## src/rtl/tdm_pkg.sv

```systemverilog
// tdm_pkg: shared state encoding and default sizes for the TDM demultiplexer.
package tdm_pkg;
   typedef enum logic {HUNT = 1'b0, RUN = 1'b1} tdm_state_e;
   localparam int N_CH_DEF = 4;
   localparam int W_DEF    = 8;
endpackage

```

## src/rtl/tdm_slot_shifter.sv

```systemverilog
// tdm_slot_shifter: per-slot shift register and bit counter with optional parity check.
// With TDM_DEMUX_PARITY_EN each slot carries one trailing even-parity bit.
module tdm_slot_shifter
   import tdm_pkg::*;
#(
   parameter int W = W_DEF
) (
   input  logic         clk,
   input  logic         rst,
   input  logic         step,
   input  logic         start,
   input  logic         sin,
   output logic         at_bit0,
   output logic         last,
   output logic [W-1:0] word,
   output logic         par_bad
);
`ifdef TDM_DEMUX_PARITY_EN
   localparam int SLOT_BITS = W + 1;
`else
   localparam int SLOT_BITS = W;
`endif
   localparam int SRW = SLOT_BITS - 1;
   localparam int CW  = $clog2(SLOT_BITS + 1);
   logic [SRW-1:0]       sr_q, sr_d;
   logic [CW-1:0]        cnt_q, cnt_d;
   logic [SLOT_BITS-1:0] full;
   // Only the bits preceding the current one are stored; the live sin completes the slot.
   assign full    = {sr_q, sin};
   assign at_bit0 = cnt_q == '0;
   assign last    = step && !start && cnt_q == CW'(SLOT_BITS - 1);
`ifdef TDM_DEMUX_PARITY_EN
   assign word    = full[W:1];
   assign par_bad = ^full;
`else
   assign word    = full;
   assign par_bad = 1'b0;
`endif
   always_comb begin
      sr_d  = start ? SRW'(sin) : step ? full[SRW-1:0] : sr_q;
      cnt_d = start ? CW'(1) : last ? '0 : step ? cnt_q + CW'(1) : cnt_q;
   end
   always_ff @(posedge clk or posedge rst) begin
      if (rst) begin
         sr_q  <= '0;
         cnt_q <= '0;
      end else begin
         sr_q  <= sr_d;
         cnt_q <= cnt_d;
      end
   end
endmodule

```

## src/rtl/tdm_demux.sv

```systemverilog
// tdm_demux: TDM serial-to-parallel demultiplexer with sync hunt and flywheel lock.
// Define TDM_DEMUX_PARITY_EN to add a trailing even-parity bit per slot.
module tdm_demux
   import tdm_pkg::*;
#(
   parameter int N_CH = N_CH_DEF,
   parameter int W    = W_DEF
) (
   input  logic              clk,
   input  logic              rst,
   input  logic              en,
   input  logic              sin,
   input  logic              sync,
   output logic [N_CH*W-1:0] ch_data,
   output logic [N_CH-1:0]   ch_valid,
   output logic              frame_done,
   output logic              sync_err,
   output logic              parity_err
);
   localparam int SW = $clog2(N_CH);
   tdm_state_e        state_q, state_d;
   logic [SW-1:0]     slot_q, slot_d;
   logic [N_CH*W-1:0] data_q, data_d;
   logic [N_CH-1:0]   valid_q, valid_d;
   logic              done_q, done_d, serr_q, serr_d, perr_q, perr_d;
   logic              qsync, misplaced, start, step, at_bit0, last, par_bad;
   logic [W-1:0]      word;
   assign qsync     = en && sync;
   assign misplaced = qsync && state_q == RUN && !(at_bit0 && slot_q == '0);
   // A misplaced sync restarts the frame exactly like the first sync seen while hunting.
   assign start     = qsync && (state_q == HUNT || misplaced);
   assign step      = en && state_q == RUN;
   tdm_slot_shifter #(.W(W)) u_shift (
      .clk     (clk),
      .rst     (rst),
      .step    (step),
      .start   (start),
      .sin     (sin),
      .at_bit0 (at_bit0),
      .last    (last),
      .word    (word),
      .par_bad (par_bad)
   );
   always_comb begin
      state_d = qsync ? RUN : state_q;
      slot_d  = start ? '0 : last ? (slot_q == SW'(N_CH - 1) ? '0 : slot_q + SW'(1)) : slot_q;
      valid_d = last ? N_CH'(1) << slot_q : '0;
      done_d  = last && slot_q == SW'(N_CH - 1);
      serr_d  = misplaced;
      perr_d  = last && par_bad;
      data_d  = data_q;
      if (last) data_d[slot_q*W +: W] = word;
   end
   always_ff @(posedge clk or posedge rst) begin
      if (rst) begin
         state_q <= HUNT;
         slot_q  <= '0;
         data_q  <= '0;
         valid_q <= '0;
         done_q  <= 1'b0;
         serr_q  <= 1'b0;
         perr_q  <= 1'b0;
      end else begin
         state_q <= state_d;
         slot_q  <= slot_d;
         data_q  <= data_d;
         valid_q <= valid_d;
         done_q  <= done_d;
         serr_q  <= serr_d;
         perr_q  <= perr_d;
      end
   end
   assign ch_data    = data_q;
   assign ch_valid   = valid_q;
   assign frame_done = done_q;
   assign sync_err   = serr_q;
   assign parity_err = perr_q;
endmodule
```

## config.mk

```make
export PLATFORM = sky130hd
export DESIGN_NAME = tdm_demux
export DESIGN_NICKNAME = d
export VERILOG_FILES = /design/src/rtl/tdm_pkg.sv /design/src/rtl/tdm_slot_shifter.sv /design/src/rtl/tdm_demux.sv
export SDC_FILE = /design/constraint.sdc
export NUM_CORES = 1
export LEC_CHECK = 0
export CAP_MARGIN = 20
export CORE_UTILIZATION = 54
export CTS_BUF_LIST = sky130_fd_sc_hd__clkbuf_2 sky130_fd_sc_hd__clkbuf_4 sky130_fd_sc_hd__clkbuf_8
export CTS_CLUSTER_DIAMETER = 200
export DETAILED_ROUTE_END_ITERATION = 7
export PLACE_DENSITY = 0.78
export SLEW_MARGIN = 20
export SYNTH_ARGS = -nofsm -noshare
export SYNTH_HDL_FRONTEND = slang
export SYNTH_SLANG_ARGS = --single-unit
```

## constraint.sdc

```tcl
create_clock -name clk -period 2.52 [get_ports clk]
set_input_delay 0.504 -clock clk [delete_from_list [all_inputs] [get_ports clk]]
set_output_delay 0.504 -clock clk [all_outputs]
set_load 0.02 [all_outputs]
```

# Yosys cells after proc, flatten, opt, wreduce, memory -nomap -nowiden
# Cells that the tools add are included.
totals:
  ff_bits: 52
  wordCells: 44
  output_inout_bits: 39
  input_bits: 5
classes:
  shift: 3
  reduce_logical: 17
  n_mux: 10
  n_bitwise: 1
  addsub: 3
  eq_ne: 2
op_table:
  columns: ["cell", "n"]
  rows:
  - ["5-bit negation with 34-bit output", 1]
  - ["8-bit by 34-bit variable shift with 32-bit output (first input constant)", 1]
  - ["8-bit by 34-bit indexed part select with 32-bit output", 1]
  - ["32-bit bitwise mux", 1]
  - ["4-bit two-way mux", 4]
  - ["7-bit two-way mux", 2]
  - ["1-bit logical AND", 9]
  - ["2-bit two-way mux", 3]
  - ["4-bit by 1-bit adder with 4-bit output (second input constant)", 1]
  - ["4-bit by 3-bit == test with 1-bit output (second input constant)", 1]
  - ["4-bit logical NOT", 1]
  - ["2-bit nonzero test", 2]
  - ["1-bit by 2-bit left shift with 4-bit output (first input constant)", 1]
  - ["3-bit nonzero test", 1]
  - ["2-bit by 1-bit adder with 2-bit output (second input constant)", 1]
  - ["2-bit == test (second input constant)", 1]
  - ["1-bit logical NOT", 2]
  - ["2-bit logical NOT", 1]
  - ["1-bit logical OR", 1]
  - ["1-bit inverter", 1]

# Longest topological paths before layout
# Gate-level depths: netlist of run 1.
depth:
  ltp_word: 11
  depth_mapped: 8
  mapped_depth_nobuf: 6

# By module
# A second synthesis of run 1 with hierarchy kept.
hier_totals:
  cells_unflattened: 188
  area_unflattened_um2: 2317.2
by_module_without_submodules:
  columns: ["mod", "seq_area_each_um2", "n_inst", "area_each_um2", "cells_per_inst"]
  rows:
  - ["tdm_demux", 1026.0, 1, 1755.4, 137]
  - ["tdm_slot_shifter", 275.3, 1, 561.8, 51]

# Worst setup path before layout of run 1
# Ideal clock, no wire load.
synth_path:
  path_kind: "register to register"
  from: "register slot_q[0]"
  to: "register data_q[24], in the netlist ch_data[24]"
  n_path_buf: 2
  t_arrival_ps: 1723
  setup_time_ps: 92
  setup_slack_ps: 706
  stages_incl_launch_ff: 9
  cell_sequence: "dfrtp_1 > inv_1 > ha_1 > and4bb_1 > buf_6 > o2111ai_4 > buf_4 > nand2_1 > o31ai_2"
synth_via:
  elab_chain_len: 9
  word_cells_on_any_way: 13
  cone_classes: "add/sub: 1; shift: 2; mux: 1; reduce/logical: 9"
synth_rtl:
  columns: ["element", "line", "rtl"]
  rows:
  - ["from (decl)", "tdm_demux.sv:22", "logic [SW-1:0] slot_q, slot_d;"]
  - ["from (signal assigned)", "tdm_demux.sv:65", "slot_q <= slot_d;"]
  - ["branches (longest 9 deep; another with 5-bit negation with 34-bit output)", null, null]
  - ["to (signal assigned)", "tdm_demux.sv:66", "data_q <= data_d;"]
  - ["to (decl)", "tdm_demux.sv:23", "logic [N_CH*W-1:0] data_q, data_d;"]
# Several ways; the timed one is not identified.
# A chain may end at the register's enable or synchronous reset.

# Worst setup path after layout of run 1
layout_path:
  from: "register slot_q[1]"
  to: "register data_q[1], in the netlist ch_data[1]"
# The elaborated chain is that of the path after synthesis.

==> reports/metrics.csv, run 1 <==
metric,value,unit
Synth Warn #,0,
clk root buf,clkbuf_8,
Yosys top cell by area,dfrtp_1,
number of global-route vias before repair,1721,
Post-synth EDFFs,0,
ratio of cells with drive above 1 in the final layout,8.63,%
Setup CP Type,reg -> reg,
initial antenna violation count,0,
Placed Cells,322,
layout net count,292,
Post-synth ARST share,100,%
"Distinct cells, synth",36,
Final min period,2.24,ns
area share of the largest cell type after synthesis,51.8,%
fin. max-slew vios,0,
io pins,44,
P&R area growth vs syn,23.1,%
CTS tree,done,
CP startpoint,slot_q[1],
Peak supply drop,0.000459,V
worst-path cell chain,inv_1 -> ha_1 -> and4bb_2 -> o2111ai_2 -> nand2_1 -> o21ai_0,
sequential share of the synthesized area,51.8,%
DRC Markers,0,
CP Depth,6,
worst slew pin tran,0.607,ns
Worst setup EP type,register,
met1 usage,31.5,%
Mapped Area,2460,um2
Layout Utilization,69.1,%
Final Hold Fails,0,
final WL,4940,um
Tot GR Track Use,22.2,%
PnR Total Power,2.41,mW
GRT overflow,0,
Clock Path Buffers,2,
chip height,69.5,um
crit-path leading delay family,simple AND/OR/NAND/NOR gates,
clock latency on the worst-skew pair,0.30,ns
clock sinks,51,
Fin Clk Skew,0.00822,ns
Worst EP arrival,2.38,ns
M2 GR Usage,35.6,%
Final GP Congestion,0.778,
drt initial violations,148,
"Reg clk slew, reported paths",0.09,ns
drt pass-1 iters,5,
TritonCTS buffer count,5,
CP Launch Type,register,
Synth area leaders,"dfrtp_1 52%, nand2_1 7.5%, o31ai_1 6.7%",
R2R cell count,6,
post-CTS sizing,0,
RSZ-0062 raised after global routing,no,
CTS HTree Levels,2,
routed len/inst,15.0,um
Yosys reg bits,51,
post-CTS setup buffer count,0,
GR peak layer,met2,
status,completed,
pin count of the biggest net entering global routing,29,
via count,1809,
post-route ant nets,0,
die area,4840,um2
Min-Delay Path Class,reg -> reg,
Slew headroom,59.5,%
"Avg Cell Area, Syn",10.4,um2
row cnt,24,
Worst Min Path Start,ch_data[9],
Setup TNS,0,ns
Synth top cells by count,"51 x dfrtp_1, 49 x nand2_1, 22 x o31ai_1",
WP buf/inv,1,
RR Startpoint,slot_q[1],
hold_buf cts,0,
most common cell in the synthesized netlist,dfrtp_1,
hold path depth,2,
Syn Inst Count,238,
Core ar.,4380,um2
Non-Filler Instances,330,
Max Clk Rate,447,MHz
Starting Density,56.2,%
DP Wirelength,3650,um
Vias/cell,5.48,
final hold slack,0.481,ns
Syn Nets,253,
Leak,1.26,nW
first-pass GRT wire length,8490,um
Die Wd,69.5,um
# port buffers,42,
M3 GR Usage,3.92,%
Worst Path Required,2.67,ns
Pwr Density,794,nW/um2
CP peak stage delay,0.48,ns
period utilisation layout,88.8,%
Critical Path Fanout Max,16,
Setup-failing EPs final,0,
ant diodes,0,
Main synth FF type,dfrtp_1,
CP max-delay cell,and4bb_2,
max_cap viols,0,
-- path summary, 6_finish.rpt --
path / endpoint / slack [ns]
worst max-delay path: ch_data[1] / 0.28
worst min-delay path: ch_data[9] / 0.48
worst max register to register: ch_data[1] / 0.28
worst min register to register: ch_data[9] / 0.48
max in group asynchronous: u_shift.cnt_q[3] / 1.45
min in group asynchronous: ch_data[13] / 0.55
-- cells by family after synthesis --
logic type | synth area share (%)
AO/OA/AOI/OAI | 19.4
multiplexers | 0.457
buffers and inverters | 5.28
XOR/XNOR | 0.356
adder cells (fa/ha/maj) | 5.08
flip-flops | 51.8
other | 0.152
AND/OR/NAND/NOR | 17.5
-- stage by stage --
stage          setup WS [ns]  instance area [um2]
6_report               0.282                 3030
5_1_grt               0.0194                 3030
4_1_cts                0.158                 3030
3_5_place_dp           0.178                 2900
3_3_place_gp           0.241                 2900
2_1_floorplan          0.706                 2460
-- worst register-to-register path, delay by kind of cell (launching register included) --
family | cells | cell delay [ns]
buffers and inverters | 1 | 0.15
and+or+nand+nor | 2 | 0.65
DFF | 1 | 0.46
AOI/OAI and AO/OA | 2 | 0.48
adders and majority gates | 1 | 0.36
-- cells in the final DEF, fill, tap and decap left out, drive strengths merged --
| master | netlist | final |
|---|---|---|
| buf | 11 | 5 |
| nor3 | 1 | 1 |
| o2111ai | 4 | 4 |
| nand2b | 10 | 10 |
| dfrtp | 51 | 51 |
| nand2 | 49 | 49 |
| and4bb | 1 | 1 |
| bufinv | 0 | 2 |
| a211oi | 1 | 1 |
| a31oi | 1 | 1 |
| o22ai | 1 | 1 |
| clkdlybuf4s50 | 0 | 42 |
| and2 | 6 | 6 |
| nor2 | 2 | 2 |
| clkbuf | 4 | 6 |
| a21oi | 17 | 17 |
| nor3b | 2 | 2 |
| nor4 | 1 | 1 |
| conb | 1 | 1 |
| o21ai | 16 | 16 |
| mux2 | 1 | 1 |
| xnor2 | 1 | 1 |
| ha | 10 | 10 |
| or3 | 1 | 1 |
| nand3 | 1 | 1 |
| nor2b | 12 | 12 |
| a211o | 1 | 1 |
| inv | 7 | 7 |
| and3b | 1 | 1 |
| o31ai | 24 | 24 |
-- sequential cells by signal, indices dropped and copies added (netlist names) --
register	count
u_shift.sr_q	7
sync_err	1
ch_valid	3
slot_q	2
ch_data	32
state_q	1
u_shift.cnt_q	4
frame_done	1
-- area by class of cell --
type	count	area [um2]
Fill cell	332	1350
Sequential cell	51	1280
Multi-Input combinational cell	165	1060
Timing Repair Buffer	47	470
Clock buffer	6	76.3
Tap cell	52	65.1
Clock inverter	2	60.1
Inverter	7	26.3
-- power by group --
part           internal [mW]  switching (mW)
Combinational          0.274           0.441
Sequential             0.925           0.100
Clock                  0.407           0.258
Total                   1.61           0.799
-- per-layer routing --
| layer | vias to the layer above | part of all wire [%] |
|---|---|---|
| li1 | 895 | - |
| met1 | 857 | 46 |
| met2 | 49 | 48 |
| met3 | 8 | 4.6 |
| met4 | 0 | 1.2 |
| met5 | - | 0 |
Power figures use the tool's default switching activity.
==> inputs of run 2 (changes only) <==
--- a/config.mk
+++ b/config.mk
@@ -6,12 +6,13 @@
 export NUM_CORES = 1
 export LEC_CHECK = 0
 export CAP_MARGIN = 20
+export CORE_MARGIN = 1.5
 export CORE_UTILIZATION = 54
 export CTS_BUF_LIST = sky130_fd_sc_hd__clkbuf_2 sky130_fd_sc_hd__clkbuf_4 sky130_fd_sc_hd__clkbuf_8
 export CTS_CLUSTER_DIAMETER = 200
 export DETAILED_ROUTE_END_ITERATION = 7
+export GPL_ROUTABILITY_DRIVEN = 0
 export PLACE_DENSITY = 0.78
-export SLEW_MARGIN = 20
 export SYNTH_ARGS = -nofsm -noshare
 export SYNTH_HDL_FRONTEND = slang
 export SYNTH_SLANG_ARGS = --single-unit
==> run 2 against run 1 <==
  * Routed wire length grew 1.1%
  * Non-clock buffer count is the same
  * Setup slack gained 0.023 ns
  * Die area grew 2.9%
  * Global-route usage shrank 0.52 points
  * Via count shrank 2.0%
  * Fmax grew 1.0%
  * Flip-flop and latch count is the same
  * Clock skew grew 0.00051 ns
==> reports/metrics.csv, run 2 (synthesis results as in run 1) <==
metric,value,unit,change
status,completed,,
via count,1772,,-2.0%
worst-path cell chain,inv_1 -> ha_1 -> and4bb_2 -> o2111ai_4 -> o31ai_1,,
Multi-input gate area,1060,um2,unchanged
layout net count,292,,unchanged
Setup CP Type,reg -> reg,,
worst r2r dst,ch_data[30],,
Pwr Density,789,nW/um2,-0.65%
most frequent cells in the layout,"51 x dfrtp_1, 49 x nand2_1, 42 x clkdlybuf4s50_1",,
crit-path leading delay family,compound AO/OA/AOI/OAI gates,,
routed len/inst,15.1,um,+1.1%
Final Instance Area,3030,um2,unchanged
Fin Clk Skew,0.00873,ns,+0.000506 ns
RSZ-0062 raised after global routing,no,,
P&R area growth vs syn,23.1,%,unchanged
CP max-delay cell,dfrtp_1,,
TritonCTS buffer count,5,,unchanged
reg-to-reg setup timing slack,0.31,ns,+0.02 ns
dpl cell area,2900,um2,unchanged
Die Wd,70.5,um,+1.4%
clk root buf,clkbuf_8,,
row cnt,24,,unchanged
drt pass-1 iters,4,,-1
Worst setup EP type,register,,
Worst EP arrival,2.42,ns,+0.04 ns
R2R cell count,5,,-1
max_cap viols,0,,unchanged
Tot GR Track Use,21.6,%,-0.52 points
fin. max-slew vios,0,,unchanged
net switching power,0.792,mW,-0.94%
Final min period,2.21,ns,-0.0232 ns
FF+latch area,1280,um2,unchanged
final WL,4990,um,+1.1%
switch share,33.1,%,-0.098 points
CTS HTree Levels,2,,unchanged
PnR Total Power,2.39,mW,-0.65%
Gate power share,28.7,%,-1.0 points
Core ar.,4380,um2,unchanged
post-route ant nets,0,,unchanged
Vias/cell,5.37,,-2.0%
post-CTS setup buffer count,0,,unchanged
Clk pwr share,28.0,%,+0.3 points
CP startpoint,slot_q[0],,
Critical Path Fanout Max,16,,unchanged
period utilisation layout,87.9,%,-0.92 points
Clock Path Buffers,2,,unchanged
Setup-failing EPs final,0,,unchanged
P_int,1.60,mW,-0.51%
die area,4980,um2,+2.9%
"commonest non-fill, non-tap cell in the layout",dfrtp_1,,
Worst Path Required,2.72,ns,+0.05 ns
initial antenna violation count,0,,unchanged
pin count of the biggest net entering global routing,30,,+3.4%
WP buf/inv,1,,unchanged
Min-Delay Path Class,reg -> reg,,
clock sinks,51,,unchanged
Worst Hold End,ch_data[22],,
RR Startpoint,slot_q[0],,
first-pass GRT wire length,8490,um,unchanged
fillcell total,344,,+3.6%
Sequential Power Share,43.3,%,+0.7 points
ant diodes,0,,unchanged
Worst Min Path Start,ch_data[22],,
hold path depth,2,,unchanged
Starting Density,56.2,%,unchanged
ratio of cells with drive above 1 in the final layout,8.63,%,unchanged
DP Wirelength,3730,um,+2.0%
Leak,1.26,nW,about the same
drt initial violations,143,,-3.4%
number of global-route vias before repair,1758,,+2.1%
"Reg clk slew, reported paths",0.09,ns,about the same
CP peak stage delay,0.50,ns,+0.02 ns
Final Hold Fails,0,,unchanged
max reg flops,32,,unchanged
worst slew pin tran,0.517,ns,-0.0905 ns
Max Clk Rate,452,MHz,+1.0%
Setup TNS,0,ns,unchanged
chip height,70.5,um,+1.4%
DRC Markers,0,,unchanged
Peak supply drop,0.000567,V,+24%
io pins,44,,unchanged
clock latency on the worst-skew pair,0.30,ns,about the same
CTS tree,done,,
Slew headroom,65.4,%,+5.9 points
CP Launch Type,register,,
GRT overflow,0,,unchanged
# port buffers,42,,unchanged
[run 2: metal layers]
layer  wire length [um]  share of wire [%]  global-route usage (%)  vias to the layer above
li1                   -                  -                       -                      896
met1               2370                 47                    29.8                      831
met2               2370                 47                    35.1                       40
met3                207                4.1                    5.41                        5
met4                 47               0.94                    5.03                        0
met5                  0                  0                       0                        -
[run 2: how the worst max path moves through the flow]
stage | to | slack, ns | cells past startpoint
2_1_floorplan | ch_data[24] | 0.71 | 8
3_3_place_gp | ch_data[22] | 0.28 | 5
3_5_place_dp | ch_data[15] | 0.20 | 5
4_1_cts | ch_data[15] | 0.17 | 5
5_1_grt | ch_data[30] | 0.09 | 5
6_report | ch_data[30] | 0.31 | 5
[run 2: power groups by stage]
stage / Combinational, mW / Sequential (mW) / Clock (mW)
after global placement: 0.673 / 1.05 / 0
after global routing: 0.763 / 1.05 / 0.718
final: 0.687 / 1.03 / 0.670
after floorplan: 0.457 / 1.08 / 0
after CTS: 0.690 / 1.03 / 0.680
after detailed placement: 0.689 / 1.05 / 0
[run 2: worst min-delay path, delay by kind of cell, from the launching register on]
family | cells | cell delay, ns
AND/OR/NAND/NOR | 1 | 0.05
AO/OA/AOI/OAI | 1 | 0.05
flip-flops | 1 | 0.35
[run 2: final cells by class]
class                   count  share of cell area (%)
clock buffers               6                    2.52
clock inverters             2                    1.98
inverters                   7                   0.867
multi-input cells         165                    34.9
flip-flops and latches     51                    42.1
well taps                  52                    2.15
repair buffers             47                    15.5
[run 2: metrics by stage]
step                      std cells  utilization, %  hold slack [ns]  worst slack, ns
after global routing            330            69.1            0.512           0.0893
after global placement          322            66.0            0.464            0.284
after CTS                       330            69.1            0.488            0.174
after detailed placement        322            66.0            0.467            0.196
final                           330            69.1            0.481            0.305
after floorplan                 238               -            0.475            0.706
[run 2: what timing repair did]
item,in CTS,in global routing
endpoints found under the setup margin,0,6
resized for setup,0,1
hold buffers,0,0
==> inputs of run 3 (changes only) <==
--- a/config.mk
+++ b/config.mk
@@ -7,12 +7,12 @@
 export LEC_CHECK = 0
 export CAP_MARGIN = 20
 export CORE_MARGIN = 1.5
-export CORE_UTILIZATION = 54
+export CORE_UTILIZATION = 58
 export CTS_BUF_LIST = sky130_fd_sc_hd__clkbuf_2 sky130_fd_sc_hd__clkbuf_4 sky130_fd_sc_hd__clkbuf_8
 export CTS_CLUSTER_DIAMETER = 200
 export DETAILED_ROUTE_END_ITERATION = 7
 export GPL_ROUTABILITY_DRIVEN = 0
-export PLACE_DENSITY = 0.78
+export PLACE_DENSITY = 0.83
 export SYNTH_ARGS = -nofsm -noshare
 export SYNTH_HDL_FRONTEND = slang
 export SYNTH_SLANG_ARGS = --single-unit
==> constraint.sdc (replaced) <==
create_clock -name clk -period 2.7 [get_ports clk]
set_input_delay 0.54 -clock clk [delete_from_list [all_inputs] [get_ports clk]]
set_output_delay 0.54 -clock clk [all_outputs]
set_load 0.02 [all_outputs]
==> run 3 against run 2 <==
  * Critical path depth increased by 1
  * Setup slack improved by 0.0018 ns
  * Via count increased by 1.7%
  * Critical endpoint is now ch_data[1]
  * Utilization increased by 4.9 points
  * Clock-buffer cell count decreased by 1
  * Highest routed layer unchanged
  * Clock power decreased by 22%
  * Final cell count decreased by 1.5%
  * Routed wire length increased by 0.76%
  * Design area decreased by 1.6%
  * Global-route usage increased by 2.8 points
  * Power decreased by 11%
  * Critical path type unchanged
  * First-iteration DRC count increased by 57%
==> reports/metrics.csv, run 3 (synthesis results as in run 1) <==
metric,value,unit,change
status,completed,,
period utilisation layout,88.6,%,+0.74 points
die area,4650,um2,-6.6%
final hold slack,0.483,ns,+0.00180 ns
post-route ant nets,0,,unchanged
Core ar.,4030,um2,-8.1%
CP peak stage delay,0.55,ns,+0.05 ns
TritonCTS buffer count,5,,unchanged
GRT overflow,0,,unchanged
Slew headroom,58.7,%,-6.7 points
Peak supply drop,0.000461,V,-19%
Min-Delay Path Class,reg -> reg,,
Setup-failing EPs final,0,,unchanged
pin count of the biggest net entering global routing,31,,+3.3%
routed len/inst,15.5,um,+2.3%
Pwr Density,712,nW/um2,-9.7%
Die Wd,68.2,um,-3.4%
CTS HTree Levels,2,,unchanged
fillcell total,288,,-16%
Leak,1.23,nW,-2.0%
Worst EP arrival,2.55,ns,+0.13 ns
Tot GR Track Use,24.4,%,+2.8 points
Max Clk Rate,418,MHz,-7.4%
Vias/cell,5.54,,+3.3%
Setup CP Type,reg -> reg,,
clock sinks,51,,unchanged
DRC Markers,0,,unchanged
fin. max-slew vios,0,,unchanged
P_int,1.38,mW,-14%
Setup WS post-layout,0.307,ns,+0.00181 ns
row cnt,23,,-4.2%
RSZ-0062 raised after global routing,no,,
io pins,44,,unchanged
layout net count,290,,-0.68%
hold_buf cts,0,,unchanged
clk root buf,clkbuf_8,,
Clk pwr share,24.5,%,-3.5 points
initial antenna violation count,0,,unchanged
drt pass-1 iters,4,,unchanged
Fin Clk Skew,0.0127,ns,+0.00393 ns
max reg flops,32,,unchanged
# port buffers,42,,unchanged
Critical Path Fanout Max,16,,unchanged
"commonest non-fill, non-tap cell in the layout",dfrtp_1,,
most frequent cells in the layout,"51 x dfrtp_1, 49 x nand2_1, 42 x clkdlybuf4s50_1",,
CP max-delay cell,and4bb_1,,
Setup TNS,0,ns,unchanged
DP Wirelength,3700,um,-0.67%
post-CTS sizing,0,,unchanged
pre-CTS setup slack,0.323,ns,+0.128 ns
CP Launch Type,register,,
Starting Density,61.1,%,+5.0 points
final WL,5030,um,+0.76%
max_cap viols,0,,unchanged
chip height,68.2,um,-3.4%
CTS tree,done,,
drt initial violations,224,,+57%
clock latency on the worst-skew pair,0.31,ns,about the same
Sequential Power Share,45.9,%,+2.6 points
ant diodes,0,,unchanged
first-pass GRT wire length,8290,um,-2.4%
worst slew pin tran,0.619,ns,+0.102 ns
worst-path cell chain,inv_1 -> ha_1 -> and4bb_1 -> o2111ai_2 -> nand2_1 -> o21ai_0,,
Final min period,2.39,ns,+0.178 ns
"Reg clk slew, reported paths",0.09,ns,about the same
switch share,35.1,%,+2.0 points
net switching power,0.747,mW,-5.6%
Worst setup EP type,register,,
Final Hold Fails,0,,unchanged
number of global-route vias before repair,1685,,-4.2%
post-CTS setup buffer count,0,,unchanged
Worst Path Required,2.86,ns,+0.14 ns
Clock Path Buffers,2,,unchanged
via count,1802,,+1.7%
ratio of cells with drive above 1 in the final layout,7.27,%,-1.4 points
Gate power share,29.7,%,+1.0 points
P&R area growth vs syn,21.1,%,
-- run 3: power by group through the flow --
stage	registers [mW]	clock network [mW]	logic, mW
floorplan	1.01	0	0.427
global placement	0.983	0	0.617
detailed placement	0.987	0	0.629
CTS	0.973	0.524	0.635
global route	0.991	0.554	0.704
finish	0.975	0.520	0.631
-- run 3: layout make-up --
class	count	area (um2)	area share, %
Tap cell	50	62.6	2.10
Clock inverter	2	37.5	1.26
Inverter	7	26.3	0.881
Clock buffer	5	68.8	2.31
Timing Repair Buffer	45	455	15.3
Multi-Input combinational cell	165	1060	35.4
Sequential cell	51	1280	42.8
-- run 3: worst max-delay path, delay by kind of cell (launching register included) --
family	cells	cell delay, ns
AO/OA/AOI/OAI	2	0.49
buffers and inverters	1	0.20
flip-flops	1	0.51
AND/OR/NAND/NOR	2	0.73
adder cells (fa/ha/maj)	1	0.32
-- run 3: layer usage --
metal  GRT usage [%]  share of wire [%]
met5               0                  0
met3            4.44                5.0
met2            40.2                 50
met1            33.2                 44
met4            7.00                1.1
-- run 3: path summary, 6_finish.rpt --
kind,end,start,cells past startpoint,slack (ns)
setup / recovery,ch_data[1],slot_q[0],6,0.31
min in group asynchronous,ch_data[14],rst,2,0.63
hold / removal,ch_data[14],ch_data[14],2,0.48
setup reg to reg,ch_data[1],slot_q[0],6,0.31
max in group asynchronous,slot_q[0],rst,3,1.53
hold reg to reg,ch_data[14],ch_data[14],2,0.48
-- run 3: metrics by stage --
step	total power, mW	util [%]	std cells	instance area, um2
3_5_place_dp	1.62	71.4	318	2880
3_3_place_gp	1.60	71.4	318	2880
5_1_grt	2.25	74.1	325	2980
6_report	2.13	74.1	325	2980
4_1_cts	2.13	74.1	325	2980
2_1_floorplan	1.43	-	238	2460
==> RTL change 1, RTL diff (settings of run 1) <==
Take the reset off `sr_q` and load it in a clocked block of its own.
--- a/src/rtl/tdm_slot_shifter.sv
+++ b/src/rtl/tdm_slot_shifter.sv
@@ -44,6 +44,4 @@
       if (rst) begin
-         sr_q  <= '0;
          cnt_q <= '0;
       end else begin
-         sr_q  <= sr_d;
          cnt_q <= cnt_d;
@@ -51,2 +49,6 @@
    end
+
+   always_ff @(posedge clk) begin
+      sr_q <= sr_d;
+   end
 endmodule
Behaviour: same outputs for any inputs over 10 cycles, from zero or initial values and one cycle with rst high; that may be too few to reach the edited logic, so the function may still have changed.
==> RTL change 1 against run 1 <==
  * Combinational power fell by 26%
  * Cell count fell by 6.7%
  * Sequential power grew 5%
  * Clock skew decreased by 0.0020 ns
  * Worst setup slack better by 0.093 ns
  * Cell area fell by 0.66%
  * Synthesized cell count is 11% lower
  * Area after synthesis is 1.7% lower
  * Routed wire length barely moved
  * First-iteration DRC count fell by 25%
  * Count of clock-buffer cells in the layout is 1 higher
  * Sequential cell count did not move
  * Power down 9.6%
==> RTL change 1: results (changes against run 1) <==
Power
  • Peak supply drop: 0.000478 V (was 0.000459 V)
  • Leak: 1.60 nW (was 1.26 nW)
  • P_int: 1.48 mW (was 1.61 mW)

GRT
  • Met2 Use GR: 0.380 (was 0.356)
  • Total track usage: 0.241 (was 0.222)
  • GRT overflow: 0 (unchanged)
  • M1 GR Usage: 0.331 (was 0.315)
  • Vias in the first global route: 1665 (was 1721)
  • GR Util met3: 0.0526 (was 0.0392)
  • First-pass GRT wire length: 8.20 mm (was 8.49 mm)
  • Largest net degree at the start of global routing: 45 (was 29)

Synth
  • Top post-synthesis cells by count: dfrtp_1 (44), a21o_1 (28), and4_1 (28) (was dfrtp_1 (51), nand2_1 (49), o31ai_1 (22))
  • Sequential cell area fraction in the yosys report: 0.517 (was 0.518)
  • Post-synth EDFFs: 1 (was 0)
  • Syn Nets: 228 (was 253)
  • Syn avg cell area: 11.4 um^2 (was 10.4 um^2)
  • Asr flop ratio synth: 0.863 (was 1.00)
  • Distinct cells, synth: 32 (was 36)
  • Synth top area cells: dfrtp_1 (45%), and4_1 (10%), a21o_1 (8.7%) (was dfrtp_1 (52%), nand2_1 (7.5%), o31ai_1 (6.7%))

Timing
  • Tightest Pin Transition: 0.679 ns (was 0.607 ns)
  • Hold Slack: 0.479 ns (was 0.481 ns)
  • Final Skew: 0.00623 ns (was 0.00822 ns)
  • Period utilization: 0.851 (was 0.888)

Routing
  • Pre-Repair DR Iteration Count: 4 (was 5)
  • Initial DRC count: 111 (was 148)
  • Met1 WL: 2.41 mm (was 2.28 mm)
  • Via density: 5.69 (was 5.48)
  • Average routed wire per standard cell: 16.0 um (was 15.0 um)
  • DR WL met3: 169 um (was 225 um)
  • Met2 WL: 2.30 mm (was 2.38 mm)

Setup path
  • Crit path max-delay cell type: nor3b_1 (was and4bb_2)
  • Max Fanout on Critical Path: 9 (was 16)
  • CP endpoint: ch_data[0]$_DFFE_PP0P_ (was ch_data[1]$_DFFE_PP0P_)
  • R2R Setup Slk: 0.38 ns (was 0.28 ns)
  • Worst R2R Path Depth: 5 (was 6)
  • Reg2reg start: slot_q[0]$_DFFE_PP0P_ (was slot_q[1]$_DFFE_PP0P_)
  • Slowest stage delay, CP: 0.59 ns (was 0.48 ns)

Min path
  • Min-delay src: ch_data[14]$_DFFE_PP0P_ (was ch_data[9]$_DFFE_PP0P_)
  • Hold path cells: 1 (was 2)
  • Hold endpoint: ch_data[14]$_DFFE_PP0P_ (was ch_data[9]$_DFFE_PP0P_)

Finish
  • Final Util: 0.727 (was 0.691)
  • Number of fill cells: 329 (was 332)
  • Fin nets: 272 (was 292)
  • Layout cells sized above 1: 0.0775 (was 0.0863)
  • Layout Cells excl Fill: 308 (was 330)
  • Commonest non-fill, non-tap cell in the layout: dfrtp_1 (unchanged)

Placement
  • GP Congestion: 0.779 (was 0.778)
  • Area after DPL: 2900 um^2 (about the same)
  • Placed wire-length estimate: 3.46 mm (was 3.65 mm)
  • Placed insts: 300 (was 322)
  • Port buffer count: 42 (unchanged)
  • Pre-CTS WS: 0.386 ns (was 0.178 ns)

Status
  • Status: finished clean (unchanged)
==> RTL change 1: power by group through the flow <==
stage	Combinational (mW)	Clock (mW)	Sequential [mW]
floorplan	0.306	0	1.08
global placement	0.505	0	1.08
detailed placement	0.525	0	1.09
CTS	0.529	0.585	1.07
global route	0.583	0.615	1.09
finish	0.526	0.573	1.08
==> RTL change 1: cells by family after synthesis <==
family | Yosys count | synth area share
buffers and inverters | 16 | 0.0331
adder cells (fa/ha/maj) | 10 | 0.0517
XOR/XNOR | 1 | 0.00362
AO/OA/AOI/OAI | 55 | 0.153
multiplexers | 2 | 0.00826
AND/OR/NAND/NOR | 77 | 0.232
flip-flops | 51 | 0.517
other | 1 | 0.00155
==> RTL change 1: area by class of cell <==
class / instances / share of cell area
Sequential cell: 51 / 0.415
Multi-Input combinational cell: 146 / 0.362
Timing Repair Buffer: 47 / 0.156
Clock buffer: 7 / 0.0278
Tap cell: 50 / 0.0208
Clock inverter: 1 / 0.00997
Inverter: 6 / 0.00748
==> RTL change 2, RTL diff (flow settings as in run 1) <==
Made on the original files. Set the package constant `N_CH_DEF` to 8 (it was 4).
--- a/src/rtl/tdm_pkg.sv
+++ b/src/rtl/tdm_pkg.sv
@@ -3,3 +3,3 @@
    typedef enum logic {HUNT = 1'b0, RUN = 1'b1} tdm_state_e;
-   localparam int N_CH_DEF = 4;
+   localparam int N_CH_DEF = 8;
    localparam int W_DEF    = 8;
Ports: changed (resized ch_data and ch_valid); port bits go from 44 to 80. The function was not compared with the original's and may differ.
==> RTL change 2 against run 1 <==
  * Routed wire length up 55%
  * Cell area up 59%
  * Sequential cell count grew 37
  * Sequential power rose by 53%
  * Area after synthesis up 45%
  * Worst hold slack improved by 0.030 ns
  * Power rose by 32%
  * Worst setup slack worse by 0.087 ns
  * Largest power group unchanged
==> RTL change 2: results (changes against run 1) <==
Status
  • Status: finished clean (unchanged)

Setup path
  • Slowest stage delay, CP: 0.35 ns (was 0.48 ns)
  • Crit path from: slot_q[0]$_DFFE_PP0P_ (was slot_q[1]$_DFFE_PP0P_)
  • CP endpoint: ch_data[10]$_DFFE_PP0P_ (was ch_data[1]$_DFFE_PP0P_)
  • Crit path max-delay cell type: dfrtp_1 (was and4bb_2)
  • Max Fanout on Critical Path: 8 (was 16)

Clock network
  • H-tree depth: 3 (was 2)

Synth
  • Post-synth top area share: 0.616 (was 0.518)
  • Post-Synth Adder-Cell Area: 0.0350 (was 0.0508)
  • Synth top area cells: dfrtp_1 (62%), mux2_2 (20%), ha_1 (3.5%) (was dfrtp_1 (52%), nand2_1 (7.5%), o31ai_1 (6.7%))
  • Post-Synth XOR/XNOR Area: 0.00490 (was 0.00356)
  • Top post-synthesis cells by count: dfrtp_1 (88), mux2_2 (64), ha_1 (10) (was dfrtp_1 (51), nand2_1 (49), o31ai_1 (22))

Finish
  • Number of flip-flops in the largest register: 64 (was 32)
  • Fin nets: 356 (was 292)
  • Number of fill cells: 395 (was 332)
  • Layout cells sized above 1: 0.301 (was 0.0863)
  • Final Cell Area: 4820 um^2 (was 3030 um^2)

Power
  • Leak: 2.31 nW (was 1.26 nW)

Placement
  • Port buffer count: 78 (was 42)
  • Placed wire-length estimate: 4.95 mm (was 3.65 mm)
  • Placed insts: 407 (was 322)
  • Area after DPL: 4570 um^2 (was 2900 um^2)

GRT
  • Total track usage: 0.242 (was 0.222)
  • First-pass GRT wire length: 12.9 mm (was 8.49 mm)
  • Vias in the first global route: 2475 (was 1721)

Routing
  • Final WL: 7.65 mm (was 4.94 mm)
  • DR WL met3: 540 um (was 225 um)
  • Average routed wire per standard cell: 18.1 um (was 15.0 um)
  • Initial DRC count: 164 (was 148)
  • Met1 WL: 3.30 mm (was 2.28 mm)

Timing
  • Final Skew: 0.00766 ns (was 0.00822 ns)
## RTL change 2: cell types whose count changed in the layout (fill, tap and decap cells not counted), sizes merged, moves of 8 or more
| cell | delta |
|---|---|
| a21oi | -13 |
| mux2 | +63 |
| nand2 | -40 |
| o31ai | -24 |
| o21ai | -13 |
| nor2b | -12 |
| buf | +13 |
| clkdlybuf4s50 | +36 |
| dfrtp | +37 |
| a22o | +8 |
## RTL change 2: report_power, final
group | switching, mW | internal (mW)
sequential | 0.0979 | 1.48
clock | 0.498 | 0.680
combinational | 0.234 | 0.188
## RTL change 2: final cells by class
cell class                 instances  area share
tap                               77      0.0200
timing repair buffer              96       0.198
inverter                           8     0.00701
clock inverter                     5      0.0218
sequential                        88       0.457
multi-input combinational        138       0.267
clock buffer                      10      0.0286
## RTL change 2: how the worst min path moves through the flow
stage	to	slack [ns]	cells past startpoint	startpoint
after floorplan	u_shift.cnt_q[0]$_DFFE_PP0P_	0.48	1	u_shift.cnt_q[0]$_DFFE_PP0P_
after detailed placement	ch_data[47]$_DFFE_PP0P_	0.49	1	ch_data[47]$_DFFE_PP0P_
after global placement	ch_data[28]$_DFFE_PP0P_	0.49	1	ch_data[28]$_DFFE_PP0P_
final	ch_data[59]$_DFFE_PP0P_	0.51	1	ch_data[59]$_DFFE_PP0P_
after CTS	ch_data[44]$_DFFE_PP0P_	0.51	1	ch_data[44]$_DFFE_PP0P_
after global routing	ch_data[27]$_DFFE_PP0P_	0.53	1	ch_data[27]$_DFFE_PP0P_
## RTL change 2: metal layers
layer	GRT usage	up-vias
met4	0.0862	0
met3	0.0815	11
li1	-	1045
met5	0	-
met2	0.368	71
met1	0.327	1196
